[src/rtl/div_tap_tick_gen.sv]
// Ripple-divider tap consumer: synchronises D2..D16, edge-detects them into ticks,
// selects one tap glitch-free at the divider wrap, and counts selected ticks.
module div_tap_tick_gen #(
    parameter int SYNC_STAGES = 2,
    parameter int CNT_W       = 8
) (
    input  logic             CLK,
    input  logic             RESET_N,
    input  logic             EN,
    input  logic             D2,
    input  logic             D4,
    input  logic             D8,
    input  logic             D16,
    input  logic [1:0]       SEL,
    input  logic             SEL_LD,
    output logic             SEL_ACK,
    output logic [3:0]       TICK_ALL,
    output logic             TICK,
    output logic [CNT_W-1:0] TICK_CNT,
    input  logic             CNT_CLR,
    output logic             CNT_SAT
);

    typedef enum logic [1:0] {
        IDLE = 2'd0,
        RUN  = 2'd1,
        PEND = 2'd2
    } state_t;

    state_t state, state_nxt;

    logic [SYNC_STAGES-1:0][3:0] sync_q;
    logic [3:0] s, s_d, rise;
    logic       fall16;

    logic [1:0] active_sel, sel_nxt;
    logic [1:0] pending, pend_nxt, req;
    logic       ack_nxt;
    logic [CNT_W-1:0] cnt_nxt;

    assign s      = sync_q[SYNC_STAGES-1];
    assign rise   = s & ~s_d;
    assign fall16 = ~s[3] & s_d[3];

    // Synchronisers run in every state so enabling never sees a stale edge
    always_ff @(posedge CLK or negedge RESET_N) begin
        if (!RESET_N) begin
            sync_q <= '0;
            s_d    <= '0;
        end else begin
            sync_q <= {sync_q[SYNC_STAGES-2:0], {D16, D8, D4, D2}};
            s_d    <= s;
        end
    end

    always_ff @(posedge CLK or negedge RESET_N) begin
        if (!RESET_N) begin
            state      <= IDLE;
            active_sel <= 2'b00;
            pending    <= 2'b00;
            SEL_ACK    <= 1'b0;
        end else begin
            state      <= state_nxt;
            active_sel <= sel_nxt;
            pending    <= pend_nxt;
            SEL_ACK    <= ack_nxt;
        end
    end

    always_comb begin
        state_nxt = state;
        unique case (state)
            IDLE: if (EN) state_nxt = RUN;
            RUN: begin
                if (!EN)
                    state_nxt = IDLE;
                else if (SEL_LD && SEL != active_sel)
                    state_nxt = PEND;
            end
            PEND: begin
                if (!EN)
                    state_nxt = IDLE;
                else if (fall16)
                    state_nxt = RUN;
            end
            default: state_nxt = IDLE;
        endcase
    end

    // Switching only at fall16 keeps the old tap's period intact
    always_comb begin
        sel_nxt  = active_sel;
        pend_nxt = pending;
        ack_nxt  = 1'b0;
        req      = SEL_LD ? SEL : pending;
        unique case (state)
            IDLE: begin
                if (SEL_LD) begin
                    sel_nxt = SEL;
                    ack_nxt = 1'b1;
                end
            end
            RUN: begin
                if (SEL_LD) begin
                    if (!EN || SEL == active_sel) begin
                        sel_nxt = SEL;
                        ack_nxt = 1'b1;
                    end else begin
                        pend_nxt = SEL;
                    end
                end
            end
            PEND: begin
                pend_nxt = req;
                if (!EN || fall16) begin
                    sel_nxt = req;
                    ack_nxt = 1'b1;
                end
            end
            default: begin
                sel_nxt = active_sel;
            end
        endcase
    end

    always_comb begin
        cnt_nxt = TICK_CNT;
        if (CNT_CLR)
            cnt_nxt = '0;
        else if (TICK && !(&TICK_CNT))
            cnt_nxt = TICK_CNT + 1'b1;
    end

    always_ff @(posedge CLK or negedge RESET_N) begin
        if (!RESET_N) begin
            TICK_ALL <= '0;
            TICK     <= 1'b0;
            TICK_CNT <= '0;
            CNT_SAT  <= 1'b0;
        end else begin
            TICK_ALL <= rise & {4{EN}};
            TICK     <= rise[active_sel] & EN;
            TICK_CNT <= cnt_nxt;
            CNT_SAT  <= &cnt_nxt;
        end
    end

endmodule
[config.mk]
export PLATFORM = sky130hd
export DESIGN_NAME = div_tap_tick_gen
export DESIGN_NICKNAME = d
export VERILOG_FILES = /design/src/rtl/div_tap_tick_gen.sv
export SDC_FILE = /design/constraint.sdc
export NUM_CORES = 1
export LEC_CHECK = 0
export BUFFER_PORTS_ARGS = -buffer_cell sky130_fd_sc_hd__buf_2
export CAP_MARGIN = 20
export CORE_MARGIN = 2
export CORE_UTILIZATION = 45
export DETAILED_ROUTE_END_ITERATION = 16
export HOLD_SLACK_MARGIN = 0.02
export PLACE_DENSITY = 0.67
export SLEW_MARGIN = 20
export SYNTH_ARGS = -nofsm -noshare
export SYNTH_HDL_FRONTEND = slang
export SYNTH_SLANG_ARGS = --single-unit
export TNS_END_PERCENT = 50
[constraint.sdc]
create_clock -name CLK -period 3.4 [get_ports CLK]
set_input_delay 1.02 -clock CLK [delete_from_list [all_inputs] [get_ports CLK]]
set_output_delay 1.02 -clock CLK [all_outputs]
set_load 0.05 [all_outputs]
==> run_results.csv <==
group,metric,value,unit
status,status,"finished, final reports clean",
routing,drt-pass1-iter-count,4,
cells_and_area,post-route-util,54.46,%
routing,ant_nets,0,
yosys,synth_nets,128,
timing,finClkSkew,0.01156,ns
cells_and_area,area_growth,16.33,%
timing,hold_viol_final,0,
setup_path,endpoint_kind,"output pin",
clock_network,post_cts_resized,0,
clock_network,htreeDepth,2,
yosys,syn_inst,116,
cells_and_area,layout-drive-gt1-share,29.73,%
routing,vias_per_cell,5.359,
timing,maxSlewViolCount,0,
setup_path,critical-path-top-delay-family,"flip-flops",
timing,timing.final.crit_share,64.86,%
timing,setup_viol,0,
setup_path,worstPathMaxFanout,8,
yosys,syn_area,0.001418,mm^2
yosys,synth_flop_cell,"dfrtp_1",
timing,tightest_slew,0.6992,ns
clock_network,cts_buffers,5,
cells_and_area,final_cells,192,
cells_and_area,nNetsFinal,159,
routing,num_vias,1029,
placed_design,pre_cts_slack,1.152,ns
grt,track_usage,16.85,%
routing,first_iter_violations,38,
clock_network,cts.clk_slew.worst_paths,0.11,ns
min_path,hp-class,"flip-flop to flip-flop",
yosys,synth_cell_type_count,44,
timing,fin_crit,2.205,ns
setup_path,arrival,1.19,ns
yosys,ys_ff_latch,33,
placed_design,port_buffers,25,
yosys,yosysTopAreaCell,"dfrtp_1",
die,fp.coreArea,0.003028,mm^2
clock_network,cts_tree,"done",
clock_network,ctsLongestPathBuffers,2,
power,pwr_density_cell,495.4,mW/mm^2
clock_network,cts_root_buf,"clkbuf_4",
min_path,hold_depth,0,
clock_network,cts_setup_buffers,0,
cells_and_area,multiInputGateArea,569.3,um^2
cells_and_area,diodes,0,
yosys,yosysSeqAreaShare,58.25,%
die,dieHeight,60.13,um
die,row_count,20,
die,die_x,60.13,um
setup_path,cp_cell_sequence,"buf_2",
yosys,ys_warn_count,0,
timing,max_freq,453.4,MHz
die,ioPinCount,26,
power,power.leakage,0.7713,nW
setup_path,critPathLaunchType,"flip-flop",
placed_design,place_congestion,0.8024,
timing,relSlewSlack,53.38,%
routing,wire_per_inst,13.21,um
grt,grt_overflow,0,
flow_run,maxCapViolCount,0,
yosys,synthTopCellsByArea,"dfrtp_1 (58%), mux2_2 (4.8%), and3b_1 (2.5%)",
die,initial_core_util,46.82,%
grt,grt_max_degree,34,
yosys,synth.avg_cell_area,12.22,um^2
yosys,synth_edf_count,0,
setup_path,cp_slowest_cell,"dfrtp_1",
die,die_area,0.003615,mm^2
grt,grt_pass1_vias,1007,
setup_path,cp_data_required_time,2.38,ns
setup_path,crit_type,"flip-flop to output pin",
timing,tns,0,ns
clock_network,cts.sinks,33,
timing,rsz0062_at_grt,"no",
power,peakVddDrop,0.3122,mV
yosys,synth_top_area_share,58.25,%
clock_network,hold_buffers,0,
routing,drc_errors,0,
setup_path,rr_worst_depth,5,
grt,grt_pass1_wl,4402,um
placed_design,dp_cells,184,
placed_design,dpl.hpwl,1824,um
clock_network,clk-insertion-delay-late,0.34,ns
power,power,0.0008169,W
setup_path,path_buf_inv,1,
setup_path,slowest_delay,0.52,ns
grt,antenna_found_initial,0,
yosys,async_flop_share,100.0,%
setup_path,cp_num_cells,1,
cells_and_area,nFillCells,274,
routing,wirelength,2536,um
timing,setup_ws,1.195,ns
cells_and_area,seq_area,825.8,um^2
==> power by group <==
part           internal (W)  leakage [nW]  switching, W
clock             0.0000778        0.0310      0.000135
sequential         0.000429         0.417     0.0000358
combinational     0.0000555         0.323     0.0000830
==> registers in the layout (all words and copies together), names as in the netlist <==
| name | count |
|---|---|
| TICK | 1 |
| CNT_SAT | 1 |
| sync_q | 4 |
| s | 4 |
| state | 2 |
| pending | 2 |
| active_sel | 2 |
| TICK_ALL | 4 |
| s_d | 4 |
| TICK_CNT | 8 |
| SEL_ACK | 1 |
==> per-layer routing <==
layer / wire, um / vias to the layer above / share of wire (%) / track usage, %
met5: 0 / - / 0 / 0
met4: 53 / 0 / 2.1 / 8.254
met3: 122 / 6 / 4.8 / 5.844
met2: 1184 / 26 / 47 / 24.84
met1: 1176 / 503 / 46 / 22.05
li1: - / 494 / - / -
==> worst paths after layout <==
| check | from | to | slack (ns) |
|---|---|---|---|
| setup / recovery | TICK_CNT[2] | TICK_CNT[2] | 1.19 |
| hold / removal | sync_q[3] | s[3] | 0.36 |
| setup reg to reg | TICK_CNT[0] | CNT_SAT | 1.33 |
| hold reg to reg | sync_q[3] | s[3] | 0.36 |
| max in group asynchronous | RESET_N | TICK_CNT[4] | 2.23 |
| min in group asynchronous | RESET_N | s_d[3] | 0.71 |
==> cell usage in the layout, fill, tap and decap left out, types with 2 or more instances in the layout <==
cell type	instances
and2_1	2
clkbuf_4	5
and3b_1	4
clkinv_2	2
nor2b_1	2
buf_2	25
inv_1	5
nand2_1	3
nand2b_1	2
nand3_1	4
nor3_1	3
nand4_1	2
a211oi_1	2
a41oi_1	2
mux2_2	6
nor2_1	9
xnor2_1	2
a21oi_1	4
o21ai_0	2
dfrtp_1	33
nor3b_1	3
==> synthesized netlist by cell type (2+ instances only) <==
| master | n |
|---|---|
| a21oi_1 | 4 |
| nor2b_1 | 2 |
| nand4_1 | 2 |
| a41oi_1 | 2 |
| a211oi_1 | 2 |
| nor3_1 | 3 |
| dfrtp_1 | 33 |
| nand3_1 | 4 |
| and3b_1 | 4 |
| inv_1 | 5 |
| xnor2_1 | 2 |
| nand2_1 | 3 |
| nand2b_1 | 2 |
| nor3b_1 | 3 |
| mux2_2 | 6 |
| nor2_1 | 9 |
| o21ai_0 | 2 |
| and2_1 | 2 |
==> stage by stage <==
| stage | hold WS (ns) | cell area (um^2) |
|---|---|---|
| after global placement | 0.3316 | 1594 |
| after floorplan | 0.3312 | 1418 |
| final | 0.3566 | 1649 |
| after global routing | 0.3712 | 1649 |
| after detailed placement | 0.3347 | 1594 |
| after CTS | 0.3590 | 1649 |
==> layout make-up <==
class | instances | area share [%]
Multi-Input combinational cell | 77 | 34.52
Clock inverter | 3 | 1.062
Tap cell | 44 | 3.338
Clock buffer | 5 | 2.276
Timing Repair Buffer | 25 | 7.587
Sequential cell | 33 | 50.08
Inverter | 5 | 1.138
==> kinds of logic (layout without fill, tap and decap cells) <==
group,count (synthesis),count (layout),share of synthesized area (%)
flip-flops,33,33,58.25
adder cells (fa/ha/maj),1,1,0.8825
multiplexers,7,7,5.472
AND/OR/NAND/NOR,42,42,18.45
XOR/XNOR,3,3,1.854
AO/OA/AOI/OAI,24,24,13.51
buffers and inverters,6,38,1.589
No activity file was read; power rests on OpenSTA's default activity.
